==> src/rtl/lhn_io_responder.sv <==
// CPU I/O responder: debounced switch input port, scratch registers, 4-deep LED output FIFO with timed display drain.
// Every access acks one cycle after its strobe; OPDR writes to a full FIFO with no pop pending are dropped and flagged.
module lhn_io_responder #(
    parameter int DEB_CYCLES = 4,
    parameter int DISP_HOLD  = 8
) (
    input  logic        Clock_pin,
    input  logic        Reset_pin,
    input  logic [3:0]  io_addr,
    input  logic        io_rd,
    input  logic        io_wr,
    input  logic [13:0] io_wdata,
    output logic [13:0] io_rdata,
    output logic        io_ack,
    input  logic [4:0]  SW_pin,
    output logic [7:0]  Display_pin,
    output logic        out_full
);

    localparam int DCW = $clog2(DEB_CYCLES + 1);
    localparam int HCW = (DISP_HOLD > 1) ? $clog2(DISP_HOLD) : 1;
    localparam logic [DCW-1:0] DEB_MAX   = DCW'(DEB_CYCLES);
    localparam logic [HCW-1:0] HOLD_LOAD = HCW'(DISP_HOLD - 1);

    typedef enum logic {IDLE, HOLD} state_t;

    state_t          state_q;
    logic [HCW-1:0]  hold_cnt_q;
    logic [4:0]      sync1_q, sync2_q, cand_q, ipdr_q;
    logic [DCW-1:0]  deb_cnt_q;
    logic            sw_changed_q, overflow_q;
    logic            ack_q;
    logic [13:0]     rdata_q, rdata_d;
    logic [13:0]     scratch_q [4:15];
    logic [7:0]      mem_q [4];
    logic [1:0]      wr_ptr_q, rd_ptr_q;
    logic [2:0]      count_q;
    logic [7:0]      disp_q;

    logic full, empty, pop, push, drop, opdr_wr, ctrl_wr, deb_fire;
    logic [13:0] status;

    always_comb begin
        full     = (count_q == 3'd4);
        empty    = (count_q == 3'd0);
        pop      = (state_q == IDLE) && !empty;
        opdr_wr  = io_wr && (io_addr == 4'd2);
        ctrl_wr  = io_wr && (io_addr == 4'd3);
        // A pop in the same cycle frees the slot, so a write to a full FIFO is only lost without one.
        push     = opdr_wr && (!full || pop);
        drop     = opdr_wr && full && !pop;
        deb_fire = (deb_cnt_q == DEB_MAX) && (cand_q != ipdr_q);
        status   = {7'd0, count_q, overflow_q, empty, full, sw_changed_q};
        rdata_d  = 14'd0;
        if (io_rd && !io_wr) begin
            case (io_addr)
                4'd0:       rdata_d = {9'd0, ipdr_q};
                4'd1:       rdata_d = status;
                4'd2, 4'd3: rdata_d = 14'd0;
                default:    rdata_d = scratch_q[io_addr];
            endcase
        end
    end

    always_ff @(posedge Clock_pin or posedge Reset_pin) begin
        if (Reset_pin) begin
            state_q      <= IDLE;
            hold_cnt_q   <= '0;
            sync1_q      <= '0;
            sync2_q      <= '0;
            cand_q       <= '0;
            ipdr_q       <= '0;
            deb_cnt_q    <= '0;
            sw_changed_q <= 1'b0;
            overflow_q   <= 1'b0;
            ack_q        <= 1'b0;
            rdata_q      <= '0;
            wr_ptr_q     <= '0;
            rd_ptr_q     <= '0;
            count_q      <= '0;
            disp_q       <= '0;
            for (int i = 4; i < 16; i++) scratch_q[i] <= '0;
            for (int i = 0; i < 4; i++) mem_q[i] <= '0;
        end else begin
            sync1_q <= SW_pin;
            sync2_q <= sync1_q;
            if (sync2_q != cand_q) begin
                cand_q    <= sync2_q;
                deb_cnt_q <= '0;
            end else if (deb_cnt_q != DEB_MAX) begin
                deb_cnt_q <= deb_cnt_q + 1'b1;
            end
            if (deb_fire) ipdr_q <= cand_q;

            // Set beats a simultaneous write-1-to-clear so an event is never lost.
            if (deb_fire)                       sw_changed_q <= 1'b1;
            else if (ctrl_wr && io_wdata[0])    sw_changed_q <= 1'b0;
            if (drop)                           overflow_q <= 1'b1;
            else if (ctrl_wr && io_wdata[3])    overflow_q <= 1'b0;

            ack_q   <= io_rd | io_wr;
            rdata_q <= rdata_d;
            if (io_wr && (io_addr >= 4'd4)) scratch_q[io_addr] <= io_wdata;

            if (push) begin
                mem_q[wr_ptr_q] <= io_wdata[7:0];
                wr_ptr_q        <= wr_ptr_q + 1'b1;
            end
            if (pop) rd_ptr_q <= rd_ptr_q + 1'b1;
            case ({push, pop})
                2'b10:   count_q <= count_q + 1'b1;
                2'b01:   count_q <= count_q - 1'b1;
                default: count_q <= count_q;
            endcase

            case (state_q)
                IDLE: begin
                    if (pop) begin
                        disp_q     <= mem_q[rd_ptr_q];
                        hold_cnt_q <= HOLD_LOAD;
                        state_q    <= HOLD;
                    end
                end
                HOLD: begin
                    // Leaving as the count hits zero gives exactly DISP_HOLD cycles per entry.
                    if (hold_cnt_q <= HCW'(1)) begin
                        hold_cnt_q <= '0;
                        state_q    <= IDLE;
                    end else begin
                        hold_cnt_q <= hold_cnt_q - 1'b1;
                    end
                end
                default: state_q <= IDLE;
            endcase
        end
    end

    assign io_ack      = ack_q;
    assign io_rdata    = rdata_q;
    assign Display_pin = disp_q;
    assign out_full    = full;

endmodule

==> config.mk <==
export PLATFORM = sky130hd
export DESIGN_NAME = lhn_io_responder
export DESIGN_NICKNAME = d
export VERILOG_FILES = /design/src/rtl/lhn_io_responder.sv
export SDC_FILE = /design/constraint.sdc
export NUM_CORES = 1
export LEC_CHECK = 0
export BUFFER_PORTS_ARGS = -buffer_cell sky130_fd_sc_hd__buf_4
export CORE_MARGIN = 3
export CORE_UTILIZATION = 65
export DETAILED_ROUTE_END_ITERATION = 16
export PLACE_DENSITY = 0.84
export SYNTH_ARGS = -nofsm -noshare
export SYNTH_HDL_FRONTEND = slang
export SYNTH_SLANG_ARGS = --single-unit
==> constraint.sdc <==
create_clock -name Clock_pin -period 21.4 [get_ports Clock_pin]
set_input_delay 2.14 -clock Clock_pin [delete_from_list [all_inputs] [get_ports Clock_pin]]
set_output_delay 2.14 -clock Clock_pin [all_outputs]
set_load 0.05 [all_outputs]
==> results.json, run 1 <==
{
  "status": "complete, no violations",
  "synth_area_per_cell_sq_um": 14.27,
  "power.leakage_nw": 5.832,
  "diodes": 0,
  "die_h_um": 138.6,
  "synth_edf_count": 0,
  "synth-seq-cells": 259,
  "ant_nets": 0,
  "path_max_fanout": 52,
  "synth_top_area_share": 0.5669,
  "finalCritPeriodShare": 0.2032,
  "dpl.cell_count": 1020,
  "min_path_type": "reg -> reg",
  "hold_viol_final": 0,
  "cp_top_family": "buffers and inverters",
  "drv_cap": 0,
  "fin_nets": 865,
  "cts_resized": 0,
  "skew_ns": 0.01312,
  "slowest_stage": "nand2b_1",
  "finalPower_w": 0.001459,
  "syn-num-nets": 838,
  "fmax_mhz": 230.0,
  "endpoint_kind": "register",
  "yosysWarnings": 0,
  "port_buffers": 50,
  "syn2layout_area_growth_pct": 12.18,
  "start_util": 0.6774,
  "vias": 6801,
  "antenna_found_initial": 0,
  "worst-r2r-cell-count": 9,
  "p_per_area_nw_per_um2": 113.8,
  "critical_path_depth": 5,
  "cp_num_buf_inv": 2,
  "ioPinCount": 51,
  "cts.root.buffer_cell": "clkbuf_16",
  "overflow": 0,
  "netlist_area_sq_um": 11430,
  "drv_slew": 0,
  "dp_hpwl_um": 15680,
  "whs_ns": 0.3479,
  "hold_path_depth": 0,
  "setup_ws_ns": 17.05,
  "htreeDepth": 1,
  "drive_gt1_frac": 0.4186,
  "synth_area_leader_cell": "dfrtp_1",
  "yosysUniqueCellTypes": 39,
  "slew_headroom": 0.2173,
  "crit_path_frequent_cell": "buf_4",
  "clockBufferDepth": 3,
  "yosysSeqAreaShare": 0.5669,
  "critPathKind": "in -> reg",
  "num_rows": 47,
  "fin_cells": 1068,
  "fp.dieW_um": 138.6,
  "dieArea_sq_um": 19220,
  "drt-pass1-iter-count": 5,
  "grt_max_degree": 175,
  "routed_wl_um": 24950,
  "crit_chain": "buf_4, buf_4, nor2_1, nand2b_1, mux2_2",
  "clock-sinks": 259,
  "cts_tree": "done",
  "finalSetupViolations": 0,
  "period_needed_ns": 4.348,
  "wire_per_inst_um": 23.36,
  "track_usage": 0.2649,
  "synth_ff_type": "dfrtp_1",
  "core-area_sq_um": 16880,
  "crit_path_max_incr_delay_ns": 0.82,
  "worstPathRequired_ns": 21.79,
  "cts_hold_buf": 0,
  "synth_common_cells": "259 x dfrtp_1, 213 x mux2_2, 51 x mux2i_1",
  "post-cts-setup-buffer-count": 0,
  "peakVddDrop_mv": 0.07136,
  "start_kind": "input pin",
  "drc": 0,
  "drt_iter0_drc": 406,
  "path_clk_slew_ns": 0.06,
  "cts_made_buffers": 26,
  "grt_pass1_wl_um": 40780,
  "synthTopCellsByArea": "dfrtp_1 57%, mux2_2 21%, mux4_2 5.1%",
  "async_reset_ff_frac": 1.000,
  "gp_congestion": 0.8039,
  "clkLatencyLatePin_ns": 0.53,
  "place_ws_ns": 16.61,
  "rsz0062_at_grt": "no",
  "first_global_vias": 7574,
  "setup_tns_ns": 0,
  "viasPerCell": 6.368,
  "yosysMostFrequentCell": "dfrtp_1",
  "syn_inst": 801,
  "tightest_slew_ns": 1.173,
  "worstPathArrival_ns": 4.74
}
placed cells by master, fill, tap and decap left out, drive strengths merged, types with 3 or more instances in the layout:
master    synthesis  routed
nor2b             5       5
xnor2             9       9
clkinvlp          0       3
a211oi            5       5
nand4             3       3
mux4             26      26
nand2            30      30
a21oi             9       9
nand3            13      13
nand2b            7       7
clkbuf           35      34
o21ai            16      16
nor2             24      24
buf              19      53
xor2              8       8
clkinv            0       7
dfrtp           259     259
ha                9       9
bufinv            0       4
inv              11      11
nor3              9       9
mux2            214     214
a22oi            19      19
mux2i            51      51
cells by family after synthesis:
| kind of cell | synth area share |
|---|---|
| xor gates and xnor gates | 0.01302 |
| muxes | 0.3066 |
| adders and majority gates | 0.01160 |
| and+or+nand+nor | 0.04454 |
| buffers and inverters | 0.02287 |
| AOI/OAI and AO/OA | 0.03447 |
| DFF | 0.5669 |
area by class of cell:
type                            instances  area, sq um
Inverter                               11        48.80
Multi-Input combinational cell        477         4713
Fill cell                            1001         4051
Clock buffer                           34        732.0
Clock inverter                         14        177.7
Sequential cell                       259         6481
Timing Repair Buffer                   53        397.9
Tap cell                              220        275.3
path summary, 6_finish.rpt:
check,from,endpoint,slack (ns)
setup / recovery,io_addr[1],scratch_q[47],17.05
hold / removal,sync1_q[4],sync2_q[4],0.35
setup reg to reg,count_q[0],count_q[2],18.69
hold reg to reg,sync1_q[4],sync2_q[4],0.35
max in group asynchronous,Reset_pin,mem_q[28],17.78
min in group asynchronous,Reset_pin,scratch_q[1],1.88
routing by layer:
metal	wire, um	vias up	GRT usage
met3	1190	67	0.03655
li1	-	2931	-
met1	10130	3586	0.3546
met4	867	0	0.09217
met2	12760	217	0.4530
met5	0	-	0
power breakdown:
| group | internal (W) | switching (W) | total (W) | leakage (nW) |
|---|---|---|---|---|
| sequential | 0.000606 | 0.0000780 | 0.000684 | 3.23 |
| clock | 0.000289 | 0.000186 | 0.000475 | 0.443 |
| combinational | 0.000162 | 0.000139 | 0.000301 | 2.15 |
state kept, by name (all words and copies together) (netlist names):
register / cells
scratch_q: 168
mem_q: 32
io_rdata: 14
Display_pin: 8
cand_q: 5
ipdr_q: 5
sync1_q: 5
sync2_q: 5
count_q: 3
deb_cnt_q: 3
hold_cnt_q: 3
rd_ptr_q: 2
wr_ptr_q: 2
io_ack: 1
overflow_q: 1
state_q: 1
sw_changed_q: 1
stage by stage:
stage                     utilization  cell area (sq um)
after detailed placement       0.7061              11920
final                          0.7600              12830
after floorplan                     -              11430
after CTS                      0.7600              12830
after global placement         0.7061              11920
after global routing           0.7600              12830
worst reg2reg max path, delay by kind of cell (launching register included):
family / cells / cell delay (ns)
buf+inv: 2 / 0.17
simple gates: 2 / 0.87
flops: 1 / 0.44
fa+ha+maj: 2 / 0.55
compound gates: 1 / 0.27
xor+xnor: 2 / 0.32
No activity file was read; power rests on OpenSTA's default activity.
==> run 2, diff against run 1 <==
- ABC_AREA: unset -> 1
- CORE_UTILIZATION: 65 -> 61
- PLACE_DENSITY: 0.84 -> 0.79
- clock period: 21.4 -> 4.5 ns (I/O delays scaled with it)
==> run 2 against run 1 <==
Effect of this change: total power rose to 4.8 times the previous value; sequential cell count unchanged; first-iteration DRC count up 100%; final cell count up 50%; global-route usage up 1.3 points; setup slack worse by 15 ns; clock skew up 0.0017 ns; clock power rose to 4.7 times the previous value; critical endpoint is now count_q[1]; largest cell class unchanged; largest power group unchanged; highest routed layer unchanged.
==> results.json, run 2 <==
{
  "status": "complete, no violations",
  "clkLatencyLatePin_ns": 0.53,
  "largest_reg_flops": 168,
  "clock-sinks": 259,
  "tightest_slew_ns": 1.014,
  "grt_max_degree": 93,
  "overflow": 0,
  "drt-pass1-iter-count": 6,
  "path_max_fanout": 18,
  "synth-seq-cells": 259,
  "finalSetupViolations": 0,
  "syn-num-nets": 1372,
  "hold_path_depth": 1,
  "endpoint_kind": "register",
  "wire_per_inst_um": 17.54,
  "crit_path_max_incr_delay_ns": 0.41,
  "period_needed_ns": 2.375,
  "start_kind": "register",
  "min_path_type": "in -> reg",
  "yosysUniqueCellTypes": 36,
  "yosysMostFrequentCell": "nand2_1",
  "fp.dieW_um": 143.2,
  "synth_edf_count": 0,
  "power.leakage_nw": 6.154,
  "drc": 0,
  "drt_iter0_drc": 816,
  "synth_area_leader_cell": "dfrtp_1",
  "holdPathEnd": "sync1_q[4]",
  "num_rows": 49,
  "cp_top_family": "adder cells",
  "crit_chain": "inv_1, nand3_1, nand2_1, clkinv_1, ha_1, inv_1, fa_1, o21ai_0",
  "core-area_sq_um": 18210,
  "path_clk_slew_ns": 0.06,
  "setup_tns_ns": 0,
  "cts_tree": "done",
  "viasPerCell": 5.716,
  "drive_gt1_frac": 0.1015,
  "seq_area_sq_um": 6481,
  "cts_resized": 0,
  "multi_input_area_sq_um": 4168,
  "hold_viol_final": 0,
  "post-cts-setup-buffer-count": 0,
  "synth_ff_type": "dfrtp_1",
  "grt_pass1_wl_um": 45150,
  "clockBufferDepth": 3,
  "syn2layout_area_growth_pct": 11.15,
  "slowest_stage": "dfrtp_1",
  "worstPathRequired_ns": 4.96,
  "whs_ns": 0.02385,
  "final_cell_mix": "318 x nand2_1, 259 x dfrtp_1, 207 x o21ai_0",
  "fmax_mhz": 421.0,
  "final_common_cell": "nand2_1",
  "cts_hold_buf": 0,
  "rsz0062_at_grt": "no",
  "r2r_start": "count_q[1]",
  "antenna_found_initial": 0,
  "min-delay-start": "SW_pin[4]",
  "critPathKind": "reg -> reg",
  "first_global_vias": 8619,
  "crit_path_frequent_cell": "inv_1",
  "die_h_um": 143.2,
  "p_per_area_nw_per_um2": 544.2,
  "drv_cap": 0,
  "slew_headroom": 0.3223,
  "synth_common_cells": "318 x nand2_1, 259 x dfrtp_1, 207 x o21ai_0",
  "dp_hpwl_um": 17660,
  "dieArea_sq_um": 20520,
  "track_usage": 0.2777,
  "peakVddDrop_mv": 0.3853,
  "yosysWarnings": 0,
  "finalCritPeriodShare": 0.5278,
  "worstPathArrival_ns": 2.83,
  "routed_wl_um": 28030,
  "r2r_slack_ns": 2.12,
  "gp_congestion": 0.8931,
  "final_core_util": 0.7014,
  "yosysSeqAreaShare": 0.5641,
  "port_buffers": 50,
  "synth_top_area_share": 0.5641,
  "drv_slew": 0,
  "worst-r2r-cell-count": 8,
  "async_reset_ff_frac": 1.000,
  "vias": 9134,
  "top_register": "scratch_q",
  "start_util": 0.6310,
  "diodes": 0,
  "synth_area_per_cell_sq_um": 8.607,
  "cts.root.buffer_cell": "clkbuf_16",
  "ant_nets": 0,
  "fin_nets": 1386,
  "ioPinCount": 51,
  "netlist_area_sq_um": 11490,
  "htreeDepth": 1,
  "r2r-end": "count_q[1]",
  "synthTopCellsByArea": "dfrtp_1 56%, nand2_1 10%, o21ai_0 9.0%",
  "skew_ns": 0.01484,
  "syn_inst": 1335,
  "cp_num_buf_inv": 3,
  "fillers": 1415,
  "finalPower_w": 0.006951,
  "critical_path_depth": 8,
  "cts_made_buffers": 27
}
## run 2: cell types whose count changed in the layout (fill, tap and decap cells not counted), sizes merged, moves of 26 or more
cell	delta
inv	+124
mux2	-213
mux2i	-51
a21oi	+82
o21ai	+197
nor2	+124
nand2	+295
mux4	-26
## run 2: how the worst max path moves through the flow
| stage | from | to | slack, ns |
|---|---|---|---|
| finish | count_q[1] | count_q[1] | 2.12 |
| global route | count_q[1] | count_q[1] | 1.96 |
| CTS | count_q[0] | count_q[1] | 2.13 |
| detailed placement | io_addr[1] | count_q[1] | 1.91 |
| global placement | io_addr[1] | count_q[1] | 1.98 |
| floorplan | Reset_pin | Display_pin[0] | 0.64 |
## run 2: metrics by stage
stage / area, sq um / setup slack, ns / instances
3_5_place_dp: 11870 / 1.911 / 1549
5_1_grt: 12770 / 1.959 / 1598
3_3_place_gp: 11870 / 1.979 / 1549
4_1_cts: 12770 / 2.132 / 1598
2_1_floorplan: 11490 / 0.6364 / 1335
6_report: 12770 / 2.125 / 1598
## run 2: cell families after synthesis
group,synth area share
AOI/OAI and AO/OA,0.1516
buffers and inverters,0.07318
adders and majority gates,0.01154
muxes,0.0009800
DFF,0.5641
and+or+nand+nor,0.1872
xor gates and xnor gates,0.01143
## run 2: worst reg2reg max path: stages (launching register included)
cell and delay (ns):
dfrtp_1 0.41, inv_1 0.13, nand3_1 0.15, nand2_1 0.17
clkinv_1 0.41, ha_1 0.39, inv_1 0.09, fa_1 0.40
o21ai_0 0.14
## run 2: cell type report
class,instances,share of cell area
Clock buffer,42,0.06515
Clock inverter,7,0.005193
Inverter,136,0.04027
Sequential cell,259,0.5075
Timing Repair Buffer,53,0.03311
Multi-Input combinational cell,872,0.3263
Tap cell,229,0.02244
## run 2: where the power goes
part           internal [W]  total [W]  switching, W
registers           0.00290    0.00319      0.000298
clock network       0.00132    0.00223      0.000904
logic              0.000518    0.00153       0.00101
## run 2: per-layer routing
layer | vias to the layer above | share of wire | routed length [um] | GRT usage
li1 | 4321 | - | - | -
met1 | 4408 | 0.42 | 11740 | 0.3948
met2 | 351 | 0.48 | 13450 | 0.4518
met3 | 54 | 0.077 | 2162 | 0.03818
met4 | 0 | 0.024 | 676 | 0.08375
met5 | - | 0 | 0 | 0
==> run 3, diff against run 2 <==
- clock period: 4.5 -> 2.3 ns (I/O delays scaled with it)
==> run 3 against run 2 <==
Effect of this change: combinational power is 110% higher; via count increased by 3.1%; first-iteration DRC count increased by 7.4%; final cell count is 2.6% higher; total power grew 99%; core utilization grew 2.5 points; non-clock buffer count increased by 41; largest cell class unchanged; largest power group unchanged.
==> results.json, run 3 (same netlist as run 2, synthesis figures left out) <==
{
  "status": "complete, no violations",
  "p_per_area_nw_per_um2": 1047,
  "final_cell_mix": "317 x nand2_1, 259 x dfrtp_1, 206 x o21ai_0",
  "drv_cap": 0,
  "dpl.cell_count": 1575,
  "die_h_um": 143.2,
  "gp_congestion": 0.8812,
  "finalSetupViolations": 0,
  "top_register": "scratch_q",
  "final_core_util": 0.7260,
  "period_needed_ns": 1.958,
  "path_clk_slew_ns": 0.06,
  "drive_gt1_frac": 0.1191,
  "num_rows": 49,
  "skew_ns": 0.007921,
  "tightest_slew_ns": 0.6760,
  "cts_made_buffers": 27,
  "drv_slew": 0,
  "clockBufferDepth": 3,
  "finalCritPeriodShare": 0.8511,
  "min_path_type": "in -> reg",
  "drt_iter0_drc": 876,
  "slew_headroom": 0.5483,
  "fillers": 1385,
  "ioPinCount": 51,
  "vias": 9416,
  "htreeDepth": 1,
  "critPathKind": "reg -> reg",
  "first_global_vias": 9432,
  "routed_wl_um": 29430,
  "power.leakage_nw": 6.367,
  "largest_reg_flops": 168,
  "path_max_fanout": 4,
  "peakVddDrop_mv": 0.6702,
  "fmax_mhz": 510.8,
  "drt-pass1-iter-count": 5,
  "endpoint_kind": "register",
  "r2r_slack_ns": 0.34,
  "viasPerCell": 5.741,
  "clkLatencyLatePin_ns": 0.53,
  "rsz0062_at_grt": "no",
  "syn2layout_area_growth_pct": 15.06,
  "drc": 0,
  "final_common_cell": "nand2_1",
  "grt_pass1_wl_um": 47930,
  "clock-sinks": 259,
  "port_buffers": 50,
  "dieArea_sq_um": 20520,
  "fin_nets": 1427,
  "cts_tree": "done",
  "start_kind": "register",
  "cts.root.buffer_cell": "clkbuf_16",
  "wire_per_inst_um": 17.94,
  "fp.dieW_um": 143.2,
  "antenna_found_initial": 0,
  "core-area_sq_um": 18210,
  "worstPathArrival_ns": 2.36,
  "overflow": 0,
  "worstPathRequired_ns": 2.70,
  "hold_viol_final": 0,
  "dp_hpwl_um": 18640,
  "grt_max_degree": 95,
  "ant_nets": 0,
  "fin_cells": 1640,
  "start_util": 0.6310,
  "cts_resized": 0,
  "track_usage": 0.2934
}
run 3: cell count changes in the layout (fill, tap and decap cells not counted), sizes merged:
cell,delta
bufinv,+1
dlygate4sd3,+15
clkinv,-1
diode,+1
buf,+26
run 3: per-layer routing:
| layer | routed length [um] | track usage | part of all wire |
|---|---|---|---|
| met1 | 12080 | 0.3996 | 0.41 |
| met2 | 14010 | 0.4827 | 0.48 |
| met5 | 0 | 0 | 0 |
| met3 | 2383 | 0.04923 | 0.081 |
| met4 | 956 | 0.1026 | 0.032 |
run 3: path summary, 6_finish.rpt:
path                             start    endpoint  cells past startpoint
max                         count_q[0]  count_q[2]                     10
min                        io_wdata[0]    mem_q[0]                      3
max reg2reg                 count_q[0]  count_q[2]                     10
min reg2reg                 sync1_q[4]  sync2_q[4]                      0
max in group asynchronous    Reset_pin  sync1_q[4]                      4
min in group asynchronous    Reset_pin    mem_q[9]                      3
run 3: final cells by class:
| cell class | count | area [sq um] | share of cell area |
|---|---|---|---|
| Sequential cell | 259 | 6481 | 0.4903 |
| Clock inverter | 7 | 91.34 | 0.006909 |
| Multi-Input combinational cell | 872 | 4192 | 0.3171 |
| Inverter | 136 | 514.2 | 0.03890 |
| Tap cell | 229 | 286.5 | 0.02167 |
| Timing Repair Buffer | 94 | 830.8 | 0.06284 |
| Clock buffer | 42 | 822.0 | 0.06218 |
| Antenna cell | 1 | 2.502 | 0.0001893 |
run 3: critical path, cell delays in order, from the launching register on:
cell	delay (ns)
dfrtp_1	0.43
inv_1	0.12
nand3_1	0.15
nand2_1	0.14
clkinv_1	0.12
ha_4	0.13
inv_2	0.04
fa_2	0.35
a21oi_1	0.13
o21ai_1	0.09
xor2_1	0.14
run 3: where the power goes:
group / leakage, nW / total, W / switching, W / internal [W]
registers: 3.13 / 0.00624 / 0.000576 / 0.00567
clock network: 0.449 / 0.00443 / 0.00175 / 0.00267
logic: 2.79 / 0.00317 / 0.00207 / 0.00111
run 3: stage by stage:
| stage | hold slack, ns | setup TNS, ns | instance area, sq um | setup WS, ns | total power [W] |
|---|---|---|---|---|---|
| global placement | 0.3118 | 0 | 12150 | 0.4007 | 0.009225 |
| finish | 0.009820 | 0 | 13220 | 0.3424 | 0.01384 |
| floorplan | 0.2614 | -348.02 | 11520 | -1.344 | 0.008476 |
| detailed placement | 0.3126 | 0 | 12150 | 0.2896 | 0.009401 |
| global route | 0.01569 | 0 | 13220 | 0.1996 | 0.01459 |
| CTS | 0.0009132 | 0 | 13220 | 0.3322 | 0.01384 |
run 3: timing repair:
item | 4_1_cts | 5_1_grt
hold buffers | 15 | 0
setup buffers | 0 | 0
hold endpoints to repair | 55 | 0
